===== config.mk =====
export PLATFORM = sky130hd
export DESIGN_NAME = ox_frame_sequencer_flat
export DESIGN_NICKNAME = d
export VERILOG_FILES = /design/src/rtl/ox_pkg.sv /design/src/rtl/ox_frame_sequencer_if.sv /design/src/rtl/ox_sat_counter.sv /design/src/rtl/ox_frame_sequencer.sv /design/src/flat_wrapper.sv
export SDC_FILE = /design/constraint.sdc
export NUM_CORES = 1
export LEC_CHECK = 0
export BUFFER_PORTS_ARGS = -buffer_cell sky130_fd_sc_hd__buf_2
export CAP_MARGIN = 40
export CORE_MARGIN = 3
export CORE_UTILIZATION = 54
export CTS_CLUSTER_SIZE = 12
export DETAILED_ROUTE_END_ITERATION = 6
export GPL_TIMING_DRIVEN = 0
export PLACE_DENSITY = 0.81
export SETUP_SLACK_MARGIN = 0.15
export SYNTH_ARGS = -nofsm -noshare
export SYNTH_HDL_FRONTEND = slang
export SYNTH_SLANG_ARGS = --single-unit

===== constraint.sdc =====
create_clock -name clk -period 2.5 [get_ports clk]
set_input_delay 0.5 -clock clk [delete_from_list [all_inputs] [get_ports clk]]
set_output_delay 0.5 -clock clk [all_outputs]
set_load 0.02 [all_outputs]

===== src/rtl/ox_pkg.sv =====
// Shared types and constants for the O/X classifier front end.
// Imported by the frame sequencer, its interface and its counters.
package ox_pkg;

    localparam int PIX_N          = 16;
    localparam int PROB_W         = 7;
    localparam int SETTLE_DEFAULT = 3;

    typedef enum logic [1:0] {
        ST_COLLECT,
        ST_SETTLE,
        ST_EVAL,
        ST_LEARN
    } seq_state_t;

endpackage


===== src/rtl/ox_frame_sequencer_if.sv =====
// Pixel-stream and result bundle between the frame source and the sequencer.
// The master drives pixels and consumes results; the slave is the sequencer.
interface ox_frame_sequencer_if;
    import ox_pkg::*;

    logic              pix_valid;
    logic              pix_bit;
    logic              pix_label;
    logic              train_mode;
    logic              pix_ready;
    logic              res_valid;
    logic              res_y;
    logic [PROB_W-1:0] res_prob;
    logic              res_correct;

    modport master (
        output pix_valid, pix_bit, pix_label, train_mode,
        input  pix_ready, res_valid, res_y, res_prob, res_correct
    );

    modport slave (
        input  pix_valid, pix_bit, pix_label, train_mode,
        output pix_ready, res_valid, res_y, res_prob, res_correct
    );

endinterface


===== src/rtl/ox_sat_counter.sv =====
// Saturating up-counter with synchronous clear; clear beats increment.
module ox_sat_counter #(
    parameter int CNT_W = 16
) (
    input  logic             clk,
    input  logic             rst,
    input  logic             inc,
    input  logic             clear,
    output logic [CNT_W-1:0] count
);

    // NOTE: sequential state uses non-blocking assignments so every register
    // samples the pre-edge values of the others, independent of block order.
    always_ff @(posedge clk) begin
        if (rst || clear) begin
            count <= '0;
        end else if (inc && (count != '1)) begin
            count <= count + 1'b1;
        end
    end

endmodule


===== src/rtl/ox_frame_sequencer.sv =====
// Deserialises a 4x4 pixel frame, holds it for the classifier to settle,
// captures the prediction, strobes learn in training mode, keeps statistics.
module ox_frame_sequencer
    import ox_pkg::*;
#(
    parameter int SETTLE = SETTLE_DEFAULT,
    parameter int CNT_W  = 16
) (
    input  logic              clk,
    input  logic              rst,
    ox_frame_sequencer_if.slave seq,
    input  logic              clear_stats,
    output logic [PIX_N-1:0]  x_out,
    output logic              is_O,
    output logic              learn,
    input  logic              y_in,
    input  logic [PROB_W-1:0] prob_in,
    output logic [CNT_W-1:0]  frame_cnt,
    output logic [CNT_W-1:0]  correct_cnt
);

    localparam int IDX_W = $clog2(PIX_N);
    localparam int SET_W = (SETTLE > 1) ? $clog2(SETTLE) : 1;

    seq_state_t       state, state_next;
    logic [IDX_W-1:0] idx;
    logic [PIX_N-1:0] shreg;
    logic [SET_W-1:0] settle_cnt;
    logic             train_q;
    logic             accept;
    logic             last_pix;
    logic             settle_done;
    logic             eval_now;
    logic             hit;

    assign accept      = seq.pix_valid && seq.pix_ready;
    assign last_pix    = accept && (idx == IDX_W'(PIX_N - 1));
    assign settle_done = (settle_cnt == SET_W'(SETTLE - 1));
    assign eval_now    = (state == ST_EVAL);
    assign hit         = (y_in == is_O);

    always_ff @(posedge clk) begin
        if (rst) begin
            state <= ST_COLLECT;
        end else begin
            state <= state_next;
        end
    end

    // NOTE: every signal driven here gets a default first, so no path through
    // the case statement can leave one unassigned and infer a latch.
    always_comb begin
        state_next    = state;
        seq.pix_ready = 1'b0;
        seq.res_valid = 1'b0;
        learn         = 1'b0;
        unique case (state)
            ST_COLLECT: begin
                seq.pix_ready = 1'b1;
                if (last_pix) state_next = ST_SETTLE;
            end
            ST_SETTLE: begin
                if (settle_done) state_next = ST_EVAL;
            end
            ST_EVAL: begin
                state_next = ST_LEARN;
            end
            ST_LEARN: begin
                seq.res_valid = 1'b1;
                learn         = train_q;
                state_next    = ST_COLLECT;
            end
            default: state_next = ST_COLLECT;
        endcase
    end

    // Pixel k lands at bit k: shift right with the newest pixel entering at the MSB.
    always_ff @(posedge clk) begin
        if (rst) begin
            idx             <= '0;
            shreg           <= '0;
            settle_cnt      <= '0;
            train_q         <= 1'b0;
            x_out           <= '0;
            is_O            <= 1'b0;
            seq.res_y       <= 1'b0;
            seq.res_prob    <= '0;
            seq.res_correct <= 1'b0;
        end else begin
            if (accept) begin
                shreg <= {seq.pix_bit, shreg[PIX_N-1:1]};
                idx   <= last_pix ? '0 : idx + 1'b1;
            end
            if (last_pix) begin
                x_out   <= {seq.pix_bit, shreg[PIX_N-1:1]};
                is_O    <= seq.pix_label;
                train_q <= seq.train_mode;
            end
            settle_cnt <= (state == ST_SETTLE) ? settle_cnt + 1'b1 : '0;
            if (eval_now) begin
                seq.res_y       <= y_in;
                seq.res_prob    <= prob_in;
                seq.res_correct <= hit;
            end
        end
    end

    ox_sat_counter #(.CNT_W(CNT_W)) u_frame_cnt (
        .clk   (clk),
        .rst   (rst),
        .inc   (eval_now),
        .clear (clear_stats),
        .count (frame_cnt)
    );

    ox_sat_counter #(.CNT_W(CNT_W)) u_correct_cnt (
        .clk   (clk),
        .rst   (rst),
        .inc   (eval_now && hit),
        .clear (clear_stats),
        .count (correct_cnt)
    );

endmodule


===== src/flat_wrapper.sv =====
// flat-port wrapper written by rule: the top's interface ports become plain ports
module ox_frame_sequencer_flat import ox_pkg::*;
#(
    parameter int SETTLE = SETTLE_DEFAULT,
    parameter int CNT_W  = 16
)
  (clk, rst, clear_stats, x_out, is_O, learn, y_in, prob_in, frame_cnt, correct_cnt, seq_pix_valid, seq_pix_bit, seq_pix_label, seq_train_mode, seq_pix_ready, seq_res_valid, seq_res_y, seq_res_prob, seq_res_correct);
  ox_frame_sequencer_if seq_i ();
  input  logic clk;
  input  logic rst;
  input  logic clear_stats;
  output logic [PIX_N-1:0] x_out;
  output logic is_O;
  output logic learn;
  input  logic y_in;
  input  logic [PROB_W-1:0] prob_in;
  output logic [CNT_W-1:0] frame_cnt;
  output logic [CNT_W-1:0] correct_cnt;
  input wire logic [$bits(seq_i.pix_valid)-1:0] seq_pix_valid;
  input wire logic [$bits(seq_i.pix_bit)-1:0] seq_pix_bit;
  input wire logic [$bits(seq_i.pix_label)-1:0] seq_pix_label;
  input wire logic [$bits(seq_i.train_mode)-1:0] seq_train_mode;
  output wire logic [$bits(seq_i.pix_ready)-1:0] seq_pix_ready;
  output wire logic [$bits(seq_i.res_valid)-1:0] seq_res_valid;
  output wire logic [$bits(seq_i.res_y)-1:0] seq_res_y;
  output wire logic [$bits(seq_i.res_prob)-1:0] seq_res_prob;
  output wire logic [$bits(seq_i.res_correct)-1:0] seq_res_correct;
  assign seq_i.pix_valid = seq_pix_valid;
  assign seq_i.pix_bit = seq_pix_bit;
  assign seq_i.pix_label = seq_pix_label;
  assign seq_i.train_mode = seq_train_mode;
  assign seq_pix_ready = seq_i.pix_ready;
  assign seq_res_valid = seq_i.res_valid;
  assign seq_res_y = seq_i.res_y;
  assign seq_res_prob = seq_i.res_prob;
  assign seq_res_correct = seq_i.res_correct;
  ox_frame_sequencer #(.SETTLE(SETTLE), .CNT_W(CNT_W)) u_core (.clk(clk), .rst(rst), .seq(seq_i), .clear_stats(clear_stats), .x_out(x_out), .is_O(is_O), .learn(learn), .y_in(y_in), .prob_in(prob_in), .frame_cnt(frame_cnt), .correct_cnt(correct_cnt));
endmodule

* Word-level counts from Yosys, hierarchy flattened
Index checks and enable logic that the tools add are counted.
** Cells by class
- Reductions and logical operators :: 9
- Equal/unequal tests :: 10
- Bitwise operators :: 1
- Multiplexer cells :: 7
- $add $sub $neg :: 4
** Operators by type and width (number)
- adder 16 x 1 -> 16 bit (second input constant) :: 2
- != test 16 bit (second input constant) :: 2
- case mux 2 bit (4 select lines) :: 1
- equality test 2 bit (second input constant) :: 3
- logical AND 1 bit :: 5
- adder 4 x 1 -> 4 bit (second input constant) :: 1
- equality test 4 bit (second input constant) :: 1
- two-way mux 2 bit :: 2
- two-way mux 4 bit :: 1
- != test 2 x 1 -> 1 bit (second input constant) :: 2
- two-way mux 1 bit :: 3
- adder 2 x 1 -> 2 bit (second input constant) :: 1
- equality test 2 x 1 -> 1 bit (second input constant) :: 1
- logical NOT 2 bit :: 1
- AND reduction 2 bit :: 1
- OR reduction 2 bit :: 1
- equality test 1 bit :: 1
- logical OR 1 bit :: 1
- inverter 1 bit :: 1
** Word-level totals
- Output and inout port bits :: 61
- Register bits :: 83
- Logic and storage cells :: 43
- Bits of input ports :: 15

* Longest topological paths before layout
- Depth in word-level cells :: 6
- Gate-level depth with buffers :: 8
- Gate-level depth less buffers :: 6

* Cells and area by module
Synthesis repeated with hierarchy kept, for this count alone.
** Unflattened totals
- Cell total of the unflattened synthesis :: 437
- Area, all modules :: 3749.8 um2
** By module, submodules not included
- ox_frame_sequencer :: area each 2055.7 um2, seq. area each 1001.0 um2, times used 1, cells each 247
- ox_sat_counter :: area each 847.1 um2, seq. area each 320.3 um2, times used 2, cells each 95

* Least setup slack after synthesis
OpenSTA, ideal clock, no wires.
- Kind :: reg2reg
- Start :: register u_core.state[0]
- End :: register u_core.u_frame_cnt.count[15]
- Cell stages (with the launch flop) :: 8
- Data required time :: 2.382 ns
- Path buffers :: 1
- Setup time :: 0.118 ns
- Period minus slack after synthesis :: 2.027 ns
- Slack :: 0.473 ns
- Data arrival time :: 1.909 ns
- Cell sequence :: dfxtp_1 > inv_1 > ha_1 > clkbuf_1 > nand3_1 > or4_4 > or4_1 > mux2i_1
** Between the ends
- Longest elaborated chain between the ends :: 2
** Ends and longest elaborated chain
- start: declaration :: line ox_frame_sequencer.sv:25 : seq_state_t state, state_next;
- start signal: assignment :: line ox_frame_sequencer.sv:46 : state <= state_next;
- equality test 2 bit :: line ox_frame_sequencer.sv:39 : assign eval_now = (state == ST_EVAL);
- logical AND 1 bit :: line ox_sat_counter.sv:17 : end else if (inc && (count != '1)) begin
- end signal: assignment :: line ox_sat_counter.sv:18 : count <= count + 1'b1;
- end: declaration :: line ox_sat_counter.sv:9 : output logic [CNT_W-1:0] count
No other way between the ends.
A chain may end at the register's enable or synchronous reset.

* Worst setup path after layout
Ends and elaborated chain as after synthesis.

==> impl_metrics.env <==
export IMPL_worst_slew_pin_slew_ns=0.812
export IMPL_cellLeakagePower_uw=0.00157
export IMPL_postSynthCellCount=419
export IMPL_routed_wirelength_mm=8.45
export IMPL_fp_dieH_um=86.8
export IMPL_grt_max_degree=14
export IMPL_fin_area_um2=4180
export IMPL_syn_nets=443
export IMPL_std_cell_rows=28
export IMPL_ios=76
export IMPL_fin_util_pct=68.2
export IMPL_die_w_um=86.8
export IMPL_synth_yosys_warnings=0
export IMPL_final_setup_viol_count=0
export IMPL_yosysTopAreaCell="dfxtp_1"
export IMPL_synth_flop_cell="dfxtp_1"
export IMPL_rrSetupSlack_ns=0.22
export IMPL_syn_cell_area_um2=3520
export IMPL_cp_startpoint="u_core.state[0]$_SDFFE_PP0P_"
export IMPL_cts_buffers=9
export IMPL_power_density_nw_per_um2=552
export IMPL_drtAntennaViolNets=0
export IMPL_drive_gt1_share_pct=19.8
export IMPL_ys_top_cells_by_count="nand2_1 (86), dfxtp_1 (82), a21oi_1 (52)"
export IMPL_synth_area_per_cell_um2=8.41
export IMPL_drc_errors=0
export IMPL_dpl_cell_area_um2=3990
export IMPL_clkSlewWorstSetupHoldPaths_ns=0.08
export IMPL_fin_ws_ns=0.215
export IMPL_synth_top_area_share_pct=46.6
export IMPL_fin_skew_ns=0.0114
export IMPL_async_reset_ff_share_pct=0
export IMPL_insertion_delay_ns=0.35
export IMPL_place_congestion=0.878
export IMPL_cp_max_fo=10
export IMPL_critPathArrivalTime_ns=2.52
export IMPL_fillers=491
export IMPL_hold_violations=0
export IMPL_nets=529
export IMPL_cts_path_max_buffers=2
export IMPL_cts_hold_buffers=0
export IMPL_drv_slew=0
export IMPL_end_kind="flop"
export IMPL_multiInputGateArea_um2=1770
export IMPL_cp_required_ns=2.74
export IMPL_post_drt_via_cell_ratio=5.81
export IMPL_ys_ff_latch=82
export IMPL_fin_crit_ns=2.28
export IMPL_rr_startpoint="u_core.state[0]$_SDFFE_PP0P_"
export IMPL_syn2layout_area_growth_pct=18.7
export IMPL_first_global_vias=3058
export IMPL_initial_utilization_pct=57.5
export IMPL_reg2reg_to="u_core.u_frame_cnt.count[15]$_SDFFE_PP0P_"
export IMPL_overflow=0
export IMPL_crit_end="u_core.u_frame_cnt.count[15]$_SDFFE_PP0P_"
export IMPL_crit_type="reg -> reg"
export IMPL_diodes=0
export IMPL_max_freq_ghz=0.438
export IMPL_hpwl_mm=5.94
export IMPL_register_area_um2=1640
export IMPL_fin_setup_tns_ns=0
export IMPL_synth_area_top_cells="dfxtp_1 (47%), nand2_1 (9.2%), a21oi_1 (7.4%), mux2i_1 (3.4%), ha_1 (3.2%)"
export IMPL_wl_per_cell_um=14.4
export IMPL_clock_sinks=82
export IMPL_grt_pass1_wl_mm=14.2
export IMPL_drtIter0Drc=203
export IMPL_status="finished clean"
export IMPL_core_um2=6130
export IMPL_die_area_um2=7530
export IMPL_vias=3399
export IMPL_tritoncts="yes"
export IMPL_ir_drop_uv=456
export IMPL_root_buffer="clkbuf_8"
export IMPL_portBuffers=75
export IMPL_post_cts_resized=0
export IMPL_first_pass_iters=4
export IMPL_period_share_pct=91.4
export IMPL_pre_cts_ws_ns=0.268
export IMPL_cts_max_level=3
export IMPL_r2r_cells=7
export IMPL_startpoint_type="flop"
export IMPL_synth_edf_count=0
export IMPL_synth_cell_types=46
export IMPL_hold_class="in -> reg"
export IMPL_grt_usage_pct=23.4
export IMPL_synthMostInstantiatedCell="nand2_1"
export IMPL_rsz0062_at_grt="true"
export IMPL_post_cts_buffers=0
export IMPL_relSlewSlack_pct=45.4
export IMPL_maxCapViolCount=0
export IMPL_ys_seq_area_share_pct=46.6
export IMPL_antenna_found_initial=0
-- critical path, cell delays in order (launching register included) --
cell,delay [ns]
dfxtp_1,0.34
inv_1,0.13
ha_1,0.18
clkbuf_1,0.39
nand3_1,0.13
or4_4,0.45
or4_1,0.43
mux2i_1,0.13
-- worst min-delay path by stage --
stage,from,to,slack [ns],cells after the start
after floorplan,u_core.settle_cnt[0]$_SDFF_PP0_,u_core.settle_cnt[0]$_SDFF_PP0_,0.39,1
after global placement,u_core.settle_cnt[0]$_SDFF_PP0_,u_core.settle_cnt[0]$_SDFF_PP0_,0.40,1
after detailed placement,u_core.settle_cnt[0]$_SDFF_PP0_,u_core.settle_cnt[0]$_SDFF_PP0_,0.41,1
after CTS,seq_train_mode,u_core.train_q$_SDFFE_PP0P_,0.38,3
after global routing,seq_train_mode,u_core.train_q$_SDFFE_PP0P_,0.39,3
final,seq_train_mode,u_core.train_q$_SDFFE_PP0P_,0.39,3
-- cells in the final DEF (no fill, tap or decap), drive strengths merged, types with 3 or more instances in the layout --
cell	n
a211oi	6
a21oi	52
and2	8
buf	76
clkbuf	31
clkinv	5
dfxtp	82
ha	9
inv	10
mux2i	12
nand2	86
nand2b	4
nand3	13
nand4	13
nor2	18
nor3	10
nor4	7
o21ai	11
o311ai	3
o31ai	7
o41ai	4
or3	11
or4	8
xor2	3
-- per-layer routing --
metal / global-route usage, % / routed length (µm) / vias up
li1: - / - / 1672
met1: 30.8 / 3780 / 1596
met2: 37.3 / 3980 / 113
met3: 5.04 / 521 / 18
met4: 9.35 / 168 / 0
met5: 0 / 0 / -
-- cell type report --
class / count / share of cell area [%]
multi-input cells: 306 / 42.3
flip-flops and latches: 82 / 39.2
repair buffers: 75 / 8.97
clock buffers: 11 / 3.62
well taps: 75 / 2.24
plain buffers: 21 / 2.00
inverters: 10 / 0.897
clock inverters: 5 / 0.688
-- metrics by stage --
step / hold WS (ns) / cells / total power (µW)
after global placement: 0.400 / 569 / 1470
final: 0.389 / 585 / 2310
after CTS: 0.385 / 585 / 2330
after detailed placement: 0.405 / 569 / 1470
after global routing: 0.388 / 585 / 2400
after floorplan: 0.392 / 419 / 1430
-- sequential cells by signal (all words and copies together) (netlist names) --
signal,cells
u_core.seq.res_y,1
u_core.train_q,1
u_core.seq.res_prob,7
u_core.settle_cnt,2
u_core.u_frame_cnt.count,16
u_core.seq.res_correct,1
u_core.shreg,15
u_core.state,2
u_core.is_O,1
u_core.idx,4
u_core.x_out,16
u_core.u_correct_cnt.count,16
-- cell families (layout without fill, tap and decap cells) --
family,count (synthesis),after routing,share of synthesized area (%)
simple gates,188,188,26.4
compound gates,92,92,15.9
flops,82,82,46.6
buf+inv,31,122,3.34
mux,12,12,3.41
fa+ha+maj,9,9,3.19
xor+xnor,5,5,1.24
-- where the power goes --
part	internal (µW)	switching (µW)	total [µW]	leakage [µW]
clock	410	460	870	0.0000988
combinational	36.9	81.6	118	0.000815
sequential	1310	8.18	1320	0.000661
total	1760	550	2310	0.00157
No activity file was read; power rests on OpenSTA's default activity.
